<file path="src/rtl/q_ifid_queue.sv">
// IF->ID fetch-bundle FIFO, first-word-fall-through, flushed on redirect.
// Define Q_IFID_ALMOST_FULL_EN to add the almost_full early-warning output.
module q_ifid_queue #(
    parameter int DATA_W = 32,
    parameter int DEPTH  = 8,
    parameter int ADDR_W = 3
) (
    input  logic              CLK,
    input  logic              RESET,
    input  logic              FLUSH,
    input  logic              tQ_IFID_pushReq,
    input  logic [DATA_W-1:0] Instr1_PR,
    input  logic [DATA_W-1:0] Instr2_PR,
    input  logic [DATA_W-1:0] PCA_PR,
    input  logic [DATA_W-1:0] CIA_PR,
    output logic              tQ_IFID_full,
    input  logic              popReq,
    output logic [DATA_W-1:0] Instr1_out,
    output logic [DATA_W-1:0] Instr2_out,
    output logic [DATA_W-1:0] PCA_out,
    output logic [DATA_W-1:0] CIA_out,
    output logic              empty,
    output logic [ADDR_W:0]   count,
`ifdef Q_IFID_ALMOST_FULL_EN
    output logic              almost_full,
`endif
    output logic              overflow
);

    typedef struct packed {
        logic [DATA_W-1:0] instr1;
        logic [DATA_W-1:0] instr2;
        logic [DATA_W-1:0] pca;
        logic [DATA_W-1:0] cia;
    } if_id_t;

    localparam int CW = ADDR_W + 1;
    localparam logic [ADDR_W:0]   CNT_FULL = CW'(DEPTH);
    localparam logic [ADDR_W:0]   CNT_ONE  = CW'(1);
    localparam logic [ADDR_W-1:0] PTR_ONE  = ADDR_W'(1);

    if_id_t mem [DEPTH];
    if_id_t wr_b;
    if_id_t head_b;

    logic [ADDR_W-1:0] wr_ptr_q, wr_ptr_d;
    logic [ADDR_W-1:0] rd_ptr_q, rd_ptr_d;
    logic [ADDR_W:0]   cnt_q, cnt_d;
    logic              ovf_q, ovf_d;

    logic full, emp;
    logic go_push, go_pop, drop;

    assign full = (cnt_q == CNT_FULL);
    assign emp  = (cnt_q == '0);

    // FLUSH wins over both handshakes, so gate them here
    assign go_push = tQ_IFID_pushReq & ~full & ~FLUSH;
    assign go_pop  = popReq & ~emp & ~FLUSH;
    assign drop    = tQ_IFID_pushReq & full;

    assign wr_b = '{
        instr1: Instr1_PR,
        instr2: Instr2_PR,
        pca:    PCA_PR,
        cia:    CIA_PR
    };

    always_comb begin
        wr_ptr_d = wr_ptr_q;
        rd_ptr_d = rd_ptr_q;
        cnt_d    = cnt_q;
        ovf_d    = ovf_q | drop;
        unique case (1'b1)
            FLUSH: begin
                wr_ptr_d = '0;
                rd_ptr_d = '0;
                cnt_d    = '0;
                ovf_d    = 1'b0;
            end
            (go_push & go_pop): begin
                wr_ptr_d = wr_ptr_q + PTR_ONE;
                rd_ptr_d = rd_ptr_q + PTR_ONE;
            end
            (go_push & ~go_pop): begin
                wr_ptr_d = wr_ptr_q + PTR_ONE;
                cnt_d    = cnt_q + CNT_ONE;
            end
            (go_pop & ~go_push): begin
                rd_ptr_d = rd_ptr_q + PTR_ONE;
                cnt_d    = cnt_q - CNT_ONE;
            end
            default: ;
        endcase
    end

    always_ff @(posedge CLK or negedge RESET) begin
        if (!RESET) begin
            wr_ptr_q <= '0;
            rd_ptr_q <= '0;
            cnt_q    <= '0;
            ovf_q    <= 1'b0;
        end else begin
            wr_ptr_q <= wr_ptr_d;
            rd_ptr_q <= rd_ptr_d;
            cnt_q    <= cnt_d;
            ovf_q    <= ovf_d;
        end
    end

    // Storage carries no reset; emptiness masks stale contents
    always_ff @(posedge CLK) begin
        if (go_push) begin
            mem[wr_ptr_q] <= wr_b;
        end
    end

    assign head_b = emp ? '0 : mem[rd_ptr_q];

    assign Instr1_out   = head_b.instr1;
    assign Instr2_out   = head_b.instr2;
    assign PCA_out      = head_b.pca;
    assign CIA_out      = head_b.cia;
    assign empty        = emp;
    assign tQ_IFID_full = full;
    assign count        = cnt_q;
    assign overflow     = ovf_q;

`ifdef Q_IFID_ALMOST_FULL_EN
    assign almost_full = (cnt_q >= CW'(DEPTH - 1));
`endif

endmodule

</file>
<file path="config.mk">
export PLATFORM = sky130hd
export DESIGN_NAME = q_ifid_queue
export DESIGN_NICKNAME = d
export VERILOG_FILES = /design/src/rtl/q_ifid_queue.sv
export SDC_FILE = /design/constraint.sdc
export NUM_CORES = 1
export LEC_CHECK = 0
export CAP_MARGIN = 10
export CORE_AREA = 5 5 257 259
export CTS_BUF_LIST = sky130_fd_sc_hd__clkbuf_4 sky130_fd_sc_hd__clkbuf_8 sky130_fd_sc_hd__clkbuf_16
export DETAILED_ROUTE_END_ITERATION = 8
export DIE_AREA = 0 0 262 264
export GPL_ROUTABILITY_DRIVEN = 0
export PLACE_DENSITY = 0.84
export SLEW_MARGIN = 20
export SYNTH_ARGS = -nofsm -noshare
export SYNTH_HDL_FRONTEND = slang
export SYNTH_SLANG_ARGS = --single-unit
</file>
<file path="constraint.sdc">
create_clock -name CLK -period 24.4 [get_ports CLK]
set_input_delay 4.88 -clock CLK [delete_from_list [all_inputs] [get_ports CLK]]
set_output_delay 4.88 -clock CLK [all_outputs]
set_load 0.1 [all_outputs]
</file>
==> flow_summary.toml, run 1 <==
[status]
status = "finished, final reports clean"

[logic_synthesis]
synth_warnings = 0
syn-num-nets = 1850
synth.avg_cell_area_sq_um = 23.2
synth-edff-count = 1024
postSynthCellCount = 1710
async_flop_share = 0.0106
yosysTopAreaCellShare = 0.775
ys_ff_latch = 1035
synth_area_leaders = "edfxtp_1 77%, mux4_2 15%, mux2i_1 3.2%"
yosysSeqAreaShare = 0.782
synthTopCellsByCount = "1024 x edfxtp_1, 256 x mux4_2, 140 x nor2_1, 128 x mux2i_1, 51 x buf_2"
synthDistinctLibCells = 34
synthFlopType = "edfxtp_1"
synth_area_sq_um = 39700
yosysMostFrequentCell = "edfxtp_1"
synth_top_cell_by_area = "edfxtp_1"

[final_layout]
nFillCells = 3430
stdcell_count = 2960
drive_above_1_share = 0.218
stdcell_area_sq_um = 46500
area_growth_pct = 17.2
final_nets = 2155

[grt]
grt.total_usage = 0.250
grt_max_degree = 114
grt_first_pass_wirelength_um = 128000
gr-total-overflow = 0
grt_pass1_vias = 20309
antenna_found_initial = 12

[power_and_ir_drop]
power_density_nw_per_um2 = 132
peakVddDrop_v = 0.000167
pwr-share-clk = 0.258
power_frac_seq = 0.341
p_total_w = 0.00613
intPower_w = 0.00363
p_sw_w = 0.00251
leakagePower_nw = 14.2
pwr-share-comb = 0.401
switching_share = 0.408

[sta]
hold_violations = 0
grt_setup_unrepaired = "false"
tightest_slew_ns = 1.11
period_share = 0.427
fmax_mhz = 96.1
finalSetupViolCount = 0
tns_ns = 0
drv_slew = 0
skew_ns = 0.0174
whs_ns = 0.512
maxSlewHeadroom = 0.260
finalCriticalPeriod_ns = 10.41

[detailed_routing]
num_vias = 18658
first_pass_iters = 6
wire_per_inst_um = 28.6
drt-total-wl_um = 84600
first_iter_violations = 2007
drt-vias-per-instance = 6.30
drc = 0
ant_nets = 0

[critical_path]
crit_type = "reg2out"
required_ns = 19.52
r2r_cells = 6
crit_fanout = 50
crit_path_start_kind = "flop"
cp-end-kind = "output port"
crit_arrival_ns = 5.53

[worst_hold_path]
hp-class = "reg2reg"
whs_path_depth = 2

[floorplan]
ios = 268
die_w_um = 262
chipHeight_um = 264
rows = 93
initial_core_util = 0.623
die_area_sq_um = 69200
coreArea_sq_um = 63600

[clocking]
htreeDepth = 3
hold_buffers = 0
insertion_delay_ns = 0.63
clkTransAtPathRegs_ns = 0.06
root_buffer = "clkbuf_16"
cts_made_buffers = 99
ctsLongestPathBuffers = 3
cts_setup_buffers = 0
cts-resized-gates = 0
cts_sinks = 1035
cts_tree = "done"

[place]
dp_hpwl_um = 42200
place.port_buffers = 267
placedInstanceArea_sq_um = 43100
dpl.cell_count = 2768

[run]
cap_violations = 0
layout by cell type, fill, tap and decap left out, types with 7 or more instances in the layout:
master           synthesis  layout
nand2_1                  9       9
buf_4                    2      21
mux4_2                 256     256
nor2_1                 140     134
edfxtp_1              1024    1024
clkbuf_16                0     101
clkinv_1                 0      21
ha_1                     7       7
clkinv_2                 0      24
bufinv_16                0      17
diode_2                  0      11
clkdlybuf4s50_1          0     267
mux2i_1                128     128
dfrtp_1                 11       8
power by group through the flow:
stage          Combinational (W)  Sequential (W)  Clock, W
3_5_place_dp             0.00244         0.00214         0
2_1_floorplan            0.00192         0.00214         0
4_1_cts                  0.00247         0.00211   0.00160
6_report                 0.00246         0.00209   0.00158
5_1_grt                  0.00255         0.00210   0.00169
3_3_place_gp             0.00243         0.00213         0
cells by family (layout without fill, tap and decap cells):
logic type,after synthesis,in the layout,share of synthesized area
multiplexers,384,384,0.178
other,0,11,0
adder cells (fa/ha/maj),7,7,0.00221
AND/OR/NAND/NOR,170,170,0.0176
flip-flops,1035,1035,0.782
XOR/XNOR,5,5,0.00110
AO/OA/AOI/OAI,16,16,0.00262
buffers and inverters,93,477,0.0171
layer usage:
layer	track usage	part of all wire	up-vias
met2	0.417	0.52	840
met5	0	0.00074	-
met3	0.0495	0.077	139
li1	-	-	7773
met1	0.346	0.38	9896
met4	0.0668	0.024	10
flip-flops by register name (all words and copies together), names as in the netlist:
name and count:
mem 1024, count 4, rd_ptr_q 3, wr_ptr_q 3, overflow 1
final cells by class:
| type | count | area [sq um] | area share |
|---|---|---|---|
| Sequential cell | 1035 | 31000 | 0.667 |
| Multi-Input combinational cell | 582 | 8040 | 0.173 |
| Timing Repair Buffer | 294 | 2950 | 0.0634 |
| Clock buffer | 107 | 2570 | 0.0553 |
| Tap cell | 855 | 1070 | 0.0230 |
| Clock inverter | 73 | 798 | 0.0172 |
| Antenna cell | 11 | 27.5 | 0.000592 |
| Inverter | 3 | 13.8 | 0.000296 |
per-stage QoR:
stage	util	setup slack [ns]
3_3_place_gp	0.676	14.37
2_1_floorplan	-	9.46
4_1_cts	0.730	13.60
6_report	0.731	13.99
3_5_place_dp	0.677	14.34
5_1_grt	0.730	13.44
final timing paths:
check | from | end | slack, ns
setup / recovery | rd_ptr_q[0] | Instr2_out[13] | 13.99
hold reg to reg | overflow | overflow | 0.51
setup reg to reg | count[1] | mem[7][108] | 20.07
hold / removal | overflow | overflow | 0.51
min in group asynchronous | RESET | rd_ptr_q[2] | 4.58
max in group asynchronous | RESET | rd_ptr_q[0] | 19.43
critical path, cell delays in order, from the launching register on:
cell and delay (ns):
dfrtp_4 0.82, buf_12 0.32, buf_4 0.78, buf_4 0.89, mux4_2 0.61, mux2i_1 0.22, nor2_1 0.10, clkdlybuf4s50_1 1.03
(Power assumes the default switching activity.)
==> run 2, diff against run 1 <==
CORE_AREA = 5 5 280 282   (was 5 5 257 259)
DIE_AREA = 0 0 285 287   (was 0 0 262 264)
PLACE_DENSITY = 0.75   (was 0.84)
clock period = 8.6 ns   (was 24.4 ns; I/O delays follow)
==> flow_summary.toml, run 2 (synthesized netlist as in run 1, its figures left out) <==
[status]
status = "finished, final reports clean"

[detailed_routing]
drc = 0
wire_per_inst_um = 26.3
first_pass_iters = 5
num_vias = 18011
drt-vias-per-instance = 5.82
drt-total-wl_um = 81200
first_iter_violations = 1659
ant_nets = 0

[floorplan]
rows = 101
initial_core_util = 0.526
die_w_um = 285
ios = 268
chipHeight_um = 287
coreArea_sq_um = 75400
die_area_sq_um = 81800

[critical_path]
cp-end-kind = "output port"
r2r_cells = 5
timing.rr.end = "mem[3][55]"
crit_type = "reg2out"
crit_chain = "buf_12 -> mux4_2 -> mux2i_1 -> nor2_1 -> clkdlybuf4s50_1"
required_ns = 6.88
crit_path_top_delay_cell = "clkdlybuf4s50_1"
crit_fanout = 157
crit_path_start_kind = "flop"
cpPeakStageDelay_ns = 1.17
crit_arrival_ns = 4.36
r2r_slack_ns = 5.14
worstReg2RegStart = "count[1]"

[sta]
maxSlewHeadroom = 0.278
hold_violations = 0
skew_ns = 0.0196
drv_slew = 0
grt_setup_unrepaired = "false"
finalSetupViolCount = 0
tightest_slew_ns = 1.08
period_share = 0.707
fmax_mhz = 165
finalCriticalPeriod_ns = 6.08
tns_ns = 0

[final_layout]
top_register = "mem"
final_common_cell = "edfxtp_1"
drive_above_1_share = 0.225
final_nets = 2161
layout_common_cells = "1024 x edfxtp_1, 267 x clkdlybuf4s50_1, 256 x mux4_2"
area_growth_pct = 17.9
final-seq-area_sq_um = 31000
nFillCells = 4982
largest_register_ffs = 1024
multiInputGateArea_sq_um = 8050
post-route-util = 0.620
stdcell_area_sq_um = 46800

[place]
placedInstanceArea_sq_um = 43300
dp_hpwl_um = 42500
place.port_buffers = 267

[power_and_ir_drop]
power_density_nw_per_um2 = 371
p_total_w = 0.0174
peakVddDrop_v = 0.000590
leakagePower_nw = 14.3

[clocking]
cts_setup_buffers = 0
htreeDepth = 3
hold_buffers = 0
clkTransAtPathRegs_ns = 0.06
cts_sinks = 1035
cts_tree = "done"
root_buffer = "clkbuf_16"
ctsLongestPathBuffers = 3
cts-resized-gates = 0
insertion_delay_ns = 0.65
cts_made_buffers = 100

[grt]
gr-total-overflow = 0
grt_max_degree = 158
grt_pass1_vias = 19340
antenna_found_initial = 11
grt_first_pass_wirelength_um = 123000
grt.total_usage = 0.200

[run]
cap_violations = 0

[worst_hold_path]
whs_path_depth = 2
hp-class = "reg2reg"
min_to = "overflow"
hold_path_startpoint = "overflow"
-- run 2: cell types whose count changed in the layout (fill, tap and decap cells not counted), sizes merged --
cell	previous run	this run
buf	27	32
bufinv	17	14
clkbuf	107	128
clkinv	48	38
clkinvlp	6	2
inv	5	7
-- run 2: worst max-delay path, delay by kind of cell (launching register included) --
family / cells / cell delay, ns
buf+inv: 2 / 1.83
flops: 1 / 0.91
mux: 2 / 0.45
simple gates: 1 / 0.20
-- run 2: layout make-up --
class                           instances  share of cell area
Sequential cell                      1035               0.664
Clock inverter                         58              0.0143
Clock buffer                          128              0.0590
Multi-Input combinational cell        582               0.172
Antenna cell                           11            0.000588
Inverter                                3            0.000294
Timing Repair Buffer                  299              0.0641
Tap cell                              978              0.0262
-- run 2: routing by layer --
metal,GRT usage,part of all wire,wire (um),up-vias
met5,0,0.00031,25,-
li1,-,-,-,7780
met1,0.281,0.41,33600,9533
met4,0.0528,0.017,1360,4
met3,0.0408,0.066,5400,101
met2,0.329,0.50,40800,593
-- run 2: power by group --
part	leakage, nW	switching (W)	internal (W)
sequential	9.39	0.000115	0.00581
clock	1.72	0.00180	0.00269
combinational	3.15	0.00511	0.00183
total	14.3	0.00702	0.0103
-- run 2: per-stage QoR --
stage               setup slack (ns)  instances  hold WS [ns]
floorplan                      0.256       1710         0.500
global placement                3.18       2897         0.495
detailed placement              3.18       2897         0.515
CTS                             2.47       3083         0.535
global route                    2.40       3087         0.601
finish                          2.52       3094         0.531
-- run 2: how the worst max path moves through the flow --
stage	cells after the start	slack, ns	to	startpoint
2_1_floorplan	4	0.26	mem[6][0]	FLUSH
3_3_place_gp	5	3.18	PCA_out[15]	rd_ptr_q[1]
3_5_place_dp	5	3.18	CIA_out[27]	rd_ptr_q[1]
4_1_cts	5	2.47	CIA_out[27]	rd_ptr_q[1]
5_1_grt	5	2.40	Instr2_out[22]	rd_ptr_q[1]
6_report	5	2.52	Instr2_out[16]	rd_ptr_q[1]
